**config.mk**
```make
export PLATFORM = sky130hd
export DESIGN_NAME = sm_store_sequencer
export DESIGN_NICKNAME = d
export VERILOG_FILES = /design/src/rtl/risc_pkg.sv /design/src/rtl/lsb_prio_enc8.sv /design/src/rtl/sm_store_sequencer.sv
export SDC_FILE = /design/constraint.sdc
export NUM_CORES = 1
export LEC_CHECK = 0
export CELL_PAD_IN_SITES_DETAIL_PLACEMENT = 0
export CELL_PAD_IN_SITES_GLOBAL_PLACEMENT = 1
export CORE_MARGIN = 2
export CORE_UTILIZATION = 33
export CTS_CLUSTER_DIAMETER = 80
export CTS_CLUSTER_SIZE = 20
export DETAILED_ROUTE_END_ITERATION = 8
export PLACE_DENSITY_LB_ADDON = 0.12
export REMOVE_ABC_BUFFERS = 1
export SLEW_MARGIN = 15
export SYNTH_ARGS = -nofsm -noshare
export SYNTH_HDL_FRONTEND = slang
export SYNTH_SLANG_ARGS = --single-unit
```
**constraint.sdc**
```tcl
create_clock -name clk -period 6.36 [get_ports clk]
set_clock_uncertainty 0.2 [all_clocks]
set_input_delay 1.272 -clock clk [delete_from_list [all_inputs] [get_ports clk]]
set_output_delay 1.272 -clock clk [all_outputs]
set_load 0.05 [all_outputs]
```
**src/rtl/risc_pkg.sv**
```systemverilog
// Shared definitions for the core's load/store-multiple sequencers.
package risc_pkg;

   localparam int ADDR_W_DEF = 16;
   localparam int DATA_W_DEF = 16;
   localparam int NREG_DEF   = 8;
   localparam int RIDX_W     = 3;   // log2(NREG_DEF)

   typedef enum logic [1:0] {
      S_IDLE  = 2'd0,
      S_ISSUE = 2'd1,
      S_DONE  = 2'd2
   } sm_state_t;

endpackage

```
**src/rtl/lsb_prio_enc8.sv**
```systemverilog
// 8-bit lowest-set-bit priority encoder; bit 0 wins. Shared with the LM path.
module lsb_prio_enc8
   import risc_pkg::*;
(
   input  logic [7:0]        i_vec,
   output logic [RIDX_W-1:0] o_idx,
   output logic              o_vld
);

   // Scan from the top down so the lowest set bit is written last and wins.
   always_comb begin
      o_idx = '0;
      o_vld = |i_vec;
      for (int i = 7; i >= 0; i--) begin
         if (i_vec[i]) o_idx = RIDX_W'(i);
      end
   end

endmodule

```
**src/rtl/sm_store_sequencer.sv**
```systemverilog
// Store-Multiple sequencer: walks a register mask lowest-first, reading one
// register and writing it to consecutive memory addresses per set bit.
module sm_store_sequencer
   import risc_pkg::*;
#(
   parameter int ADDR_W = ADDR_W_DEF,
   parameter int DATA_W = DATA_W_DEF,
   parameter int NREG   = NREG_DEF
) (
   input  logic              clk,
   input  logic              reset_n,
   input  logic              sm_start,
   input  logic [NREG-1:0]   imm_mask,
   input  logic [ADDR_W-1:0] base_addr,
   output logic [RIDX_W-1:0] rf_raddr,
   input  logic [DATA_W-1:0] rf_rdata,
   output logic [ADDR_W-1:0] mem_addr,
   output logic [DATA_W-1:0] mem_wdata,
   output logic              mem_we,
   input  logic              mem_ready,
   output logic              stall,
   output logic              sm_done
);

   sm_state_t         r_state, w_state_nxt;
   logic [NREG-1:0]   r_mask,  w_mask_nxt;
   logic [ADDR_W-1:0] r_addr,  w_addr_nxt;
   logic [RIDX_W-1:0] w_idx;
   logic              w_vld;
   logic              w_issue;
   logic              w_done;
   logic              w_accept;
   logic [NREG-1:0]   w_mask_clr;

   lsb_prio_enc8 u_enc (
      .i_vec (r_mask),
      .o_idx (w_idx),
      .o_vld (w_vld)
   );

   // Remaining mask with its lowest set bit removed (the bit being written).
   assign w_mask_clr = r_mask & (r_mask - NREG'(1));

   // State, remaining mask and address counter; reset abandons any sequence.
   always_ff @(posedge clk or negedge reset_n) begin
      if (!reset_n) begin
         r_state <= S_IDLE;
         r_mask  <= '0;
         r_addr  <= '0;
      end else begin
         r_state <= w_state_nxt;
         r_mask  <= w_mask_nxt;
         r_addr  <= w_addr_nxt;
      end
   end

   // Next-state logic; a not-ready memory simply leaves everything as is.
   always_comb begin
      w_state_nxt = r_state;
      w_mask_nxt  = r_mask;
      w_addr_nxt  = r_addr;
      w_issue     = 1'b0;
      w_done      = 1'b0;
      w_accept    = 1'b0;
      case (r_state)
         S_IDLE: begin
            if (sm_start) begin
               w_accept    = 1'b1;
               w_mask_nxt  = imm_mask;
               w_addr_nxt  = base_addr;
               w_state_nxt = (imm_mask != '0) ? S_ISSUE : S_DONE;
            end
         end
         S_ISSUE: begin
            w_issue = w_vld;
            if (!w_vld) begin
               w_state_nxt = S_DONE;
            end else if (mem_ready) begin
               w_mask_nxt = w_mask_clr;
               w_addr_nxt = r_addr + ADDR_W'(1);   // wraps modulo 2^ADDR_W
               if (w_mask_clr == '0) w_state_nxt = S_DONE;
            end
         end
         S_DONE: begin
            w_done      = 1'b1;
            w_state_nxt = S_IDLE;
         end
         default: w_state_nxt = S_IDLE;
      endcase
   end

   assign rf_raddr  = w_issue ? w_idx : '0;
   assign mem_we    = w_issue;
   assign mem_addr  = r_addr;
   assign mem_wdata = rf_rdata;
   assign sm_done   = w_done;
   assign stall     = w_accept | (r_state != S_IDLE);

endmodule

```
==> summary.txt, run 1 <==
Clock network
  • Sink count of the clock tree: 26
  • Clock tree from TritonCTS: done
  • CTS buffer count: 3
  • Max H-tree Level: 1
  • Clock slew at reported path FFs: about 0.10 ns
  • Worst-skew pair later-pin latency: between 0.2 and 0.3 ns
  • Buffer cell driving the clock tree root: sky130_fd_sc_hd__clkbuf_8
  • Number of gates resized after cts: 0
  • Max Buffers Root-to-Sink: 2
  • Post-CTS Hold Fix Bufs: 0
  • Post-CTS Setup Inserts: 0

Logic synthesis
  • Synthesis-stage register bit count: 26
  • Post-synthesis sequential area ratio: between 30 and 40%
  • Mean instance size in the synthesized netlist: slightly below 9 um2
  • Yosys warning count: 0
  • Combinational family with the most area after synthesis: compound AO/OA/AOI/OAI gates
  • Simple-gate share of the synthesized area: between 20% and 30%
  • Ys flop type: sky130_fd_sc_hd__dfrtp_1
  • Post-synthesis share of cell area spent on xor and xnor gates: 0%
  • Number of enable-type register cells in the synthesized netlist: 0
  • Compound-Gate Fraction of Synth Area: 28.7%
  • Multiplexer fraction of the synthesized cell area: under 10%
  • Mapped Cells: 223
  • Post-synthesis async set-or-reset flop share: 100%
  • Cell area after technology mapping: a little under 2000 um2
  • Adder-Cell Fraction of Synth Area: less than 1%
  • Library cells used by synthesis: 52

STA
  • Sum of negative setup slack: 0 ns
  • Unrepaired setup endpoints after global routing: no
  • Actual slew at the worst max-slew pin: 0.968 ns
  • Worst rel slew slack: between 30% and 40%
  • Final-report setup violation count: 0
  • Number of max-slew violations in the final report: 0
  • Tmin final: about 4.2 ns
  • Final hold violation count: 0
  • Upper clock frequency limit: 238 MHz
  • Worst-case setup margin in the final layout: 2.16 ns
  • Fin crit share: around two thirds

Detailed routing
  • Starting DRT DRC Count: 83
  • Routed Antenna Nets: 0
  • Vias after detailed routing: about 1.8k
  • Average routed wire per standard cell: 18.0 um
  • Residual DRC count: 0
  • Post-Route WL: roughly 5600 um
  • First-pass detailed-route iteration total: 4
  • Via-per-instance ratio: approximately 5.7

Floorplanning
  • Placement Rows: 27
  • Height of the die: about 80 um
  • Die Span X: slightly above 80 um
  • I/O pin cnt: 82
  • Effective utilization at floorplan: 34.6%
  • Core Box Area: between 5000 and 6000 um2
  • Area of the die: between 6000 and 7000 um2

Worst setup path
  • Flop2flop setup slack: approximately 3.5 ns
  • Crit-path most repeated cell: sky130_fd_sc_hd__clkdlybuf4s50_1
  • Delay of the slowest critical-path stage: 0.70 ns
  • Worst Setup Path Type: input port to output port
  • Worst Reg2Reg Path Length in Cells: 4
  • Launch point of the worst reg-to-reg path: r_mask[4]
  • Data arrival time of the worst path: roughly 2.7 ns
  • CP max stage cell: sky130_fd_sc_hd__clkdlybuf4s50_1
  • Crit path cell chain: clkdlybuf4s50_1, or3_1, clkdlybuf4s50_1
  • Endpoint class of the critical path: output port
  • Startpoint kind of the worst setup timing path: input port
  • Maximum net fanout on the critical path: 4
  • Worst reg2reg path endpoint: mem_addr[15]
  • Worst EP required: between 4 and 5 ns

Cells and area
  • Synthesis-to-layout area growth: 21.3%
  • Most common cell after layout, fill and taps aside: sky130_fd_sc_hd__clkdlybuf4s50_1
  • Commonest cells after routing, fill and taps aside: 49 x sky130_fd_sc_hd__clkdlybuf4s50_1, 26 x sky130_fd_sc_hd__dfrtp_1, 12 x sky130_fd_sc_hd__nand2_1
  • Final cell utilization of the core: between 40 and 50%
  • Count of inserted antenna diode cells: 0
  • Share of final-layout standard cells stronger than drive strength 1: between 5 and 6%
  • Register area: ~650 um2
  • Area of the multi-input gates: between 1000 and 1500 um2
  • Filler Cells Inserted: between 500 and 600
  • Total Nets Final: between 200 and 300

Placement
  • HPWL reported at the end of detailed placement: 3910 um
  • Last weighted congestion value of the routability-driven placer: approximately 0.79
  • Buffers added on ports: just under 50
  • Pre-CTS setup slack: 2.16 ns

Min path
  • Class of the tightest hold or removal check: flip-flop to flip-flop
  • WHS Path Cells: 1
  • Hold Crit Start: mem_addr[0]
  • Worst Hold Path EP: mem_addr[0]

Power
  • Internal Dissipation: roughly 650 uW
  • Maximum ir drop on the vdd rail: between 200 and 300 uV
  • Power density over the cells: between 600 and 700 nW/um2
  • Gate power share: between 60% and 70%
  • Switching power: 765 uW
  • Share of power burned in registers: between 20% and 30%
  • Static power due to leakage: 0.911 nW
  • Switch share: ~54%
  • Proportion of power drawn by the clock network: between 7 and 8%

Run status
  • Status: completed

Global routing
  • Wire length of the first global-routing pass: ~9000 um
  • Vias in the first global route: 1729
  • Global route overflow: 0
  • Total routing resource utilization after global routing: 17.7%
  • Number of antenna violations at the first check in global routing: 0
  • Largest net degree at the start of global routing: 28

Job
  • Number of max-cap violations: 0
[power by group through the flow]
stage / combinational [mW] / sequential, mW / clock (mW)
finish: 0.923 / 0.382 / 0.113
global route: 0.995 / 0.400 / 0.121
CTS: 0.929 / 0.382 / 0.115
detailed placement: 0.927 / 0.385 / 0
global placement: 0.925 / 0.387 / 0
floorplan: 0.477 / 0.524 / 0
[synthesized netlist by cell type, types with 2 or more instances]
cell | n | area (um2)
sky130_fd_sc_hd__dfrtp_1 | 26 | 651
sky130_fd_sc_hd__buf_4 | 17 | 128
sky130_fd_sc_hd__clkbuf_1 | 14 | 52.6
sky130_fd_sc_hd__nand2_1 | 12 | 45.0
sky130_fd_sc_hd__a21oi_1 | 11 | 55.1
sky130_fd_sc_hd__nor2_1 | 11 | 41.3
sky130_fd_sc_hd__nor3_1 | 9 | 45.0
sky130_fd_sc_hd__nor4_1 | 9 | 56.3
sky130_fd_sc_hd__a31oi_1 | 7 | 43.8
sky130_fd_sc_hd__o22ai_1 | 7 | 43.8
sky130_fd_sc_hd__a22oi_1 | 6 | 45.0
sky130_fd_sc_hd__nand3_1 | 6 | 30.0
sky130_fd_sc_hd__a22o_1 | 5 | 43.8
sky130_fd_sc_hd__and3_1 | 5 | 31.3
sky130_fd_sc_hd__buf_6 | 5 | 56.3
sky130_fd_sc_hd__inv_1 | 5 | 18.8
sky130_fd_sc_hd__o21ai_0 | 5 | 25.0
sky130_fd_sc_hd__o21ai_1 | 5 | 25.0
sky130_fd_sc_hd__o22a_1 | 5 | 43.8
sky130_fd_sc_hd__a41oi_1 | 4 | 35.0
sky130_fd_sc_hd__nor2b_1 | 4 | 25.0
sky130_fd_sc_hd__and2_1 | 3 | 18.8
sky130_fd_sc_hd__and4_1 | 3 | 26.3
sky130_fd_sc_hd__nand2b_1 | 3 | 18.8
sky130_fd_sc_hd__or3_1 | 3 | 18.8
sky130_fd_sc_hd__a211oi_1 | 2 | 15.0
sky130_fd_sc_hd__a221o_1 | 2 | 20.0
sky130_fd_sc_hd__mux2i_1 | 2 | 20.0
sky130_fd_sc_hd__nand4_1 | 2 | 12.5
sky130_fd_sc_hd__o211a_1 | 2 | 20.0
sky130_fd_sc_hd__o211ai_1 | 2 | 15.0
[cell families (layout without fill, tap and decap cells)]
| group | Yosys count | in the layout |
|---|---|---|
| flops | 26 | 26 |
| fa+ha+maj | 1 | 1 |
| simple gates | 75 | 75 |
| mux | 2 | 2 |
| buf+inv | 44 | 62 |
| compound gates | 75 | 75 |
[routing by layer]
layer / routed length [um] / track usage [%]
met3: 389 / 4.38
met5: 0 / 2.73
met1: 2720 / 25.5
met4: 32 / 3.90
met2: 2500 / 26.6
[layout make-up]
type	instances	area share, %
multi-input combinational	153	43.0
clock buffer	4	2.35
timing repair buffer	53	22.2
inverter	5	0.801
sequential	26	27.8
tap	72	3.85
[worst max-delay path: cells and delay by family]
family | cells | cell delay (ns)
buffers and inverters | 2 | 1.14
and+or+nand+nor | 1 | 0.31
[state kept, by name (all words and copies together), names as in the netlist]
name / flops
mem_addr: 16
r_mask: 8
r_state: 2
[how the worst max path moves through the flow]
stage | startpoint | endpoint | slack (ns) | depth (start not counted)
floorplan | r_state[1] | rf_raddr[1] | 2.41 | 2
global route | sm_start | stall | 2.10 | 3
CTS | sm_start | stall | 2.15 | 3
global placement | sm_start | stall | 2.16 | 3
detailed placement | sm_start | stall | 2.16 | 3
finish | sm_start | stall | 2.16 | 3
[stage by stage]
stage	hold WS [ns]	std cells	instance area, um2	power (mW)
finish	0.337	313	2340	1.42
global route	0.373	313	2340	1.52
CTS	0.350	313	2340	1.43
detailed placement	0.332	309	2290	1.31
global placement	0.327	309	2290	1.31
floorplan	0.305	184	1670	1.00
No activity file was read; power rests on OpenSTA's default activity.
==> run 2: changes to the inputs <==
Settings changed: CORE_UTILIZATION 33 to 31.
Clock period 6.36 ns to 4.3 ns, I/O delays scaled along.
==> run 2 against run 1 <==
Utilization decreased by 2.3 points. Register-to-register slack got worse by 1.6 ns. Global-route usage decreased by 0.47 points. First-iteration DRC count increased by 42%. Non-clock buffer count increased by 2. Via count increased by 3.8%.
==> summary.txt, run 2 (synthesis results as in run 1) <==
Floorplanning
  • Placement Rows: 28 (was 27)
  • Area of the die: 6870 um2 (was 6480 um2)
  • I/O pin cnt: 82 (unchanged)
  • Core Box Area: 5960 um2 (was 5570 um2)
  • Height of the die: 82.9 um (was 80.5 um)
  • Die Span X: 82.9 um (was 80.5 um)
  • Effective utilization at floorplan: 32.4% (was 34.6%)

Clock network
  • Post-CTS Hold Fix Bufs: 0 (unchanged)
  • Buffer cell driving the clock tree root: sky130_fd_sc_hd__clkbuf_8 (unchanged)
  • Sink count of the clock tree: 26 (unchanged)
  • Worst-skew pair later-pin latency: 0.26 ns (was 0.28 ns)
  • Max Buffers Root-to-Sink: 2 (unchanged)
  • Post-CTS Setup Inserts: 0 (unchanged)
  • Max H-tree Level: 1 (unchanged)
  • CTS buffer count: 3 (unchanged)
  • Number of gates resized after cts: 0 (unchanged)
  • Clock slew at reported path FFs: 0.09 ns (was 0.10 ns)
  • Clock tree from TritonCTS: done (unchanged)

Global routing
  • Total routing resource utilization after global routing: 17.3% (was 17.7%)
  • Largest net degree at the start of global routing: 27 (was 28)
  • Vias in the first global route: 1798 (was 1729)
  • Number of antenna violations at the first check in global routing: 0 (unchanged)
  • Wire length of the first global-routing pass: 9690 um (was 8980 um)
  • Global route overflow: 0 (unchanged)

Detailed routing
  • Average routed wire per standard cell: 18.6 um (was 18.0 um)
  • Vias after detailed routing: 1863 (was 1794)
  • First-pass detailed-route iteration total: 4 (unchanged)
  • Post-Route WL: 5910 um (was 5640 um)
  • Via-per-instance ratio: 5.86 (was 5.73)
  • Routed Antenna Nets: 0 (unchanged)
  • Starting DRT DRC Count: 118 (was 83)
  • Residual DRC count: 0 (unchanged)

Worst setup path
  • Worst reg2reg path endpoint: mem_addr[11] (was mem_addr[15])
  • Endpoint class of the critical path: output port (unchanged)
  • Maximum net fanout on the critical path: 14 (was 4)
  • Worst Setup Path Type: flip-flop to output port (was input port to output port)
  • Flop2flop setup slack: 1.86 ns (was 3.46 ns)
  • Launch point of the worst reg-to-reg path: r_mask[4] (unchanged)
  • Data arrival time of the worst path: 2.52 ns (was 2.72 ns)
  • Worst EP required: 3.24 ns (was 4.89 ns)
  • Worst Reg2Reg Path Length in Cells: 4 (unchanged)
  • Startpoint kind of the worst setup timing path: flip-flop (was input port)

Min path
  • Hold Crit Start: mem_addr[0] (unchanged)
  • WHS Path Cells: 1 (unchanged)
  • Worst Hold Path EP: mem_addr[0] (unchanged)
  • Class of the tightest hold or removal check: flip-flop to flip-flop (unchanged)

Power
  • Gate power share: 65.4% (was 65.1%)
  • Internal Dissipation: 977 uW (was 652 uW)
  • Power density over the cells: 898 nW/um2 (was 605 nW/um2)
  • Static power due to leakage: 0.922 nW (was 0.911 nW)
  • Share of power burned in registers: 26.7% (was 27.0%)
  • Power Total: 2.12 mW (was 1.42 mW)
  • Switching power: 1.15 mW (was 765 uW)
  • Maximum ir drop on the vdd rail: 504 uV (was 256 uV)
  • Switch share: 54.0% (about the same)
  • Proportion of power drawn by the clock network: 7.8% (was 7.9%)

Cells and area
  • Commonest cells after routing, fill and taps aside: 49 x sky130_fd_sc_hd__clkdlybuf4s50_1, 26 x sky130_fd_sc_hd__dfrtp_1, 12 x sky130_fd_sc_hd__nand2_1 (unchanged)
  • Share of final-layout standard cells stronger than drive strength 1: 6.58% (was 5.39%)
  • Max FFs per register: 16 (unchanged)
  • Synthesis-to-layout area growth: 22.4% (was 21.3%)
  • Count of inserted antenna diode cells: 0 (unchanged)
  • Most common cell after layout, fill and taps aside: sky130_fd_sc_hd__clkdlybuf4s50_1 (unchanged)
  • Total Nets Final: 289 (was 287)

STA
  • Final hold violation count: 0 (unchanged)
  • Tmin final: about 3.6 ns
  • Worst rel slew slack: 44.6% (was 35.5%)
  • Final-report setup violation count: 0 (unchanged)
  • Actual slew at the worst max-slew pin: 0.828 ns (was 0.968 ns)
  • Fin crit share: a little over four fifths
  • Number of max-slew violations in the final report: 0 (unchanged)
  • Upper clock frequency limit: 280 MHz
  • Unrepaired setup endpoints after global routing: no (unchanged)
  • Sum of negative setup slack: 0 ns (unchanged)

Job
  • Number of max-cap violations: 0 (unchanged)

Placement
  • HPWL reported at the end of detailed placement: 4200 um (was 3910 um)
  • Buffers added on ports: 49 (unchanged)
  • Last weighted congestion value of the routability-driven placer: 0.792 (unchanged)

Run status
  • Status: completed (unchanged)
run 2: cell count changes in the layout (fill, tap and decap cells not counted), sizes merged:
cell,delta
buf,+2
run 2: worst max-delay path by stage:
stage,startpoint,end,slack (ns),cells past startpoint
global route,r_mask[4],rf_raddr[0],0.62,4
floorplan,r_state[1],rf_raddr[1],0.76,2
finish,r_state[1],rf_raddr[0],0.72,4
global placement,sm_start,stall,0.92,3
CTS,r_state[1],rf_raddr[0],0.70,4
detailed placement,sm_start,stall,0.91,3
run 2: stage by stage:
stage	setup slack, ns	std cells	hold slack [ns]	area (um2)	util, %
after CTS	0.698	318	0.351	2360	39.7
after detailed placement	0.905	314	0.329	2310	38.8
after global placement	0.924	314	0.329	2310	38.8
final	0.722	318	0.349	2360	39.7
after floorplan	0.762	184	0.305	1670	-
after global routing	0.617	318	0.372	2360	39.7
run 2: power by group through the flow:
stage | clock network [mW] | registers, mW | logic, mW
after floorplan | 0 | 0.775 | 0.705
after global placement | 0 | 0.569 | 1.40
after detailed placement | 0 | 0.568 | 1.39
after CTS | 0.170 | 0.563 | 1.40
after global routing | 0.180 | 0.598 | 1.50
final | 0.166 | 0.568 | 1.39
run 2: final cells by class:
type | count | area (um2)
Timing Repair Buffer | 55 | 536
Fill cell | 625 | 3590
Multi-Input combinational cell | 153 | 1010
Sequential cell | 26 | 651
Clock buffer | 4 | 55.1
Inverter | 5 | 18.8
Tap cell | 75 | 93.8
run 2: metal layers:
layer	global-route usage (%)	share of wire, %	routed length (um)	vias up
met5	0	0	0	-
met4	4.92	0.98	58	0
met3	5.37	7.5	442	4
met2	23.8	43	2570	63
met1	25.7	48	2840	918
li1	-	-	-	878
run 2: worst max-delay path, cell delays in order, from the launching register on:
cell,delay [ns]
sky130_fd_sc_hd__dfrtp_1,0.47
sky130_fd_sc_hd__nand2b_1,0.46
sky130_fd_sc_hd__a21oi_1,0.33
sky130_fd_sc_hd__o211a_1,0.19
sky130_fd_sc_hd__clkdlybuf4s50_1,0.80
==> run 3: changes to the inputs <==
Clock period 4.3 ns to 3.3 ns, I/O delays scaled along.
==> run 3 against run 2 <==
Non-clock buffer count grew 1. Die area unchanged. Global-route usage shrank 0.10 points. Routed wire length grew 1.0%. Sequential share of layout area down 0.12 points. Clock power increased by 28%. Sequential cell count did not move. Final area is 0.42% higher. Total power rose by 31%. First-iteration DRC count shrank 27%. Clock-buffer cell count stayed put. Largest power group unchanged. Highest routed layer unchanged.
==> summary.txt, run 3 (synthesis results as in run 1) <==
Global routing
  • Largest net degree at the start of global routing: 27 (unchanged)
  • Global route overflow: 0 (unchanged)
  • Total routing resource utilization after global routing: 17.2% (was 17.3%)
  • Vias in the first global route: 1821 (was 1798)
  • Wire length of the first global-routing pass: 9690 um (unchanged)
  • Number of antenna violations at the first check in global routing: 0 (unchanged)

Worst setup path
  • Crit path cell chain: clkdlybuf4s50_1, or3_1, clkdlybuf4s50_1 (was nand2b_1, a21oi_1, o211a_1, clkdlybuf4s50_1)
  • Worst EP required: 2.44 ns (was 3.24 ns)
  • Startpoint kind of the worst setup timing path: input port (was flip-flop)
  • Data arrival time of the worst path: 2.11 ns (was 2.52 ns)
  • Crit-path most repeated cell: sky130_fd_sc_hd__clkdlybuf4s50_1
  • Endpoint class of the critical path: output port (unchanged)
  • Maximum net fanout on the critical path: 4 (was 14)
  • Worst Setup Path Type: input port to output port (was flip-flop to output port)
  • CP max stage cell: sky130_fd_sc_hd__clkdlybuf4s50_1 (unchanged)
  • Worst path bufs/invs: 2 (was 1)
  • Delay of the slowest critical-path stage: 0.70 ns (was 0.80 ns)
  • Critical path's top delay family: buffers and inverters (unchanged)

Cells and area
  • Register area: 651 um2 (unchanged)
  • Count of inserted antenna diode cells: 0 (unchanged)
  • Total Nets Final: 290 (was 289)
  • Share of final-layout standard cells stronger than drive strength 1: 8.61% (was 6.58%)
  • Max FFs per register: 16 (unchanged)
  • Most common cell after layout, fill and taps aside: sky130_fd_sc_hd__clkdlybuf4s50_1 (unchanged)
  • Synthesis-to-layout area growth: 22.9% (was 22.4%)
  • Commonest cells after routing, fill and taps aside: 45 x sky130_fd_sc_hd__clkdlybuf4s50_1, 26 x sky130_fd_sc_hd__dfrtp_1, 12 x sky130_fd_sc_hd__nand2_1 (was 49 x sky130_fd_sc_hd__clkdlybuf4s50_1, 26 x sky130_fd_sc_hd__dfrtp_1, 12 x sky130_fd_sc_hd__nand2_1)
  • Area of the multi-input gates: 1010 um2 (unchanged)
  • Filler Cells Inserted: 626 (was 625)

STA
  • Unrepaired setup endpoints after global routing: no (unchanged)
  • Worst rel slew slack: 56.2% (was 44.6%)
  • Final-report setup violation count: 0 (unchanged)
  • Actual slew at the worst max-slew pin: 0.651 ns (was 0.828 ns)
  • Fin crit share: 90.1%
  • Final hold violation count: 0 (unchanged)
  • Upper clock frequency limit: roughly 340 MHz
  • Number of max-slew violations in the final report: 0 (unchanged)
  • Sum of negative setup slack: 0 ns (unchanged)
  • Tmin final: 2.97 ns

Clock network
  • Buffer cell driving the clock tree root: sky130_fd_sc_hd__clkbuf_8 (unchanged)
  • Worst-skew pair later-pin latency: 0.28 ns (was 0.26 ns)
  • Sink count of the clock tree: 26 (unchanged)
  • Post-CTS Hold Fix Bufs: 0 (unchanged)
  • Post-CTS Setup Inserts: 0 (unchanged)
  • Clock slew at reported path FFs: 0.09 ns (about the same)
  • Max Buffers Root-to-Sink: 2 (unchanged)
  • Clock tree from TritonCTS: done (unchanged)
  • Max H-tree Level: 1 (unchanged)
  • Number of gates resized after cts: 0 (unchanged)
  • CTS buffer count: 3 (unchanged)

Placement
  • Last weighted congestion value of the routability-driven placer: 0.774 (was 0.792)
  • Buffers added on ports: 49 (unchanged)
  • HPWL reported at the end of detailed placement: 4200 um (about the same)

Floorplanning
  • Placement Rows: 28 (unchanged)
  • Die Span X: 82.9 um (unchanged)
  • I/O pin cnt: 82 (unchanged)
  • Height of the die: 82.9 um (unchanged)
  • Area of the die: 6870 um2 (unchanged)
  • Effective utilization at floorplan: 32.4% (unchanged)
  • Core Box Area: 5960 um2 (unchanged)

Detailed routing
  • First-pass detailed-route iteration total: 4 (unchanged)
  • Vias after detailed routing: 1851 (was 1863)
  • Via-per-instance ratio: 5.80 (was 5.86)
  • Routed Antenna Nets: 0 (unchanged)
  • Average routed wire per standard cell: 18.7 um (was 18.6 um)
  • Residual DRC count: 0 (unchanged)
  • Starting DRT DRC Count: 86 (was 118)
  • Post-Route WL: 5980 um (was 5910 um)

Run status
  • Status: completed (unchanged)

Power
  • Power density over the cells: 1170 nW/um2 (was 898 nW/um2)
  • Static power due to leakage: 0.936 nW (was 0.922 nW)
  • Maximum ir drop on the vdd rail: 633 uV (was 504 uV)
  • Power Total: 2.79 mW (was 2.12 mW)

Min path
  • Class of the tightest hold or removal check: flip-flop to flip-flop (unchanged)

Job
  • Number of max-cap violations: 0 (unchanged)
run 3: path summary, 6_finish.rpt:
check	endpoint	startpoint	cells past startpoint	slack [ns]
setup / recovery	stall	sm_start	3	0.33
hold / removal	mem_addr[0]	mem_addr[0]	1	0.35
setup reg to reg	mem_addr[11]	r_mask[0]	4	0.77
hold reg to reg	mem_addr[0]	mem_addr[0]	1	0.35
max in group asynchronous	r_mask[3]	reset_n	2	2.06
min in group asynchronous	r_mask[5]	reset_n	2	0.55
run 3: layer usage:
metal  vias to the layer above  global-route usage [%]  part of all wire, %
li1                        884                       -                    -
met1                       887                    25.7                   49
met2                        78                    23.2                   42
met3                         2                    5.96                  8.6
met4                         0                    4.02                 0.45
met5                         -                    2.27                    0
run 3: through the flow:
step	hold slack [ns]	util (%)	worst slack [ns]	std cells	instance area, um2
final	0.349	39.9	0.326	319	2370
after CTS	0.344	39.9	0.321	319	2370
after detailed placement	0.327	38.9	0.319	315	2320
after floorplan	0.164	-	-0.0377	184	1670
after global placement	0.328	38.9	0.322	315	2320
after global routing	0.391	39.9	0.266	319	2370
run 3: layout make-up:
cell class,instances,share of cell area (%)
multi-input combinational,153,42.5
timing repair buffer,56,23.0
tap,75,3.95
inverter,5,0.791
clock buffer,4,2.32
sequential,26,27.4
run 3: power breakdown:
| group | total (mW) | leakage, nW | internal, mW | switching [mW] |
|---|---|---|---|---|
| registers | 0.738 | 0.306 | 0.475 | 0.264 |
| logic | 1.84 | 0.601 | 0.710 | 1.13 |
| clock network | 0.213 | 0.0288 | 0.107 | 0.106 |
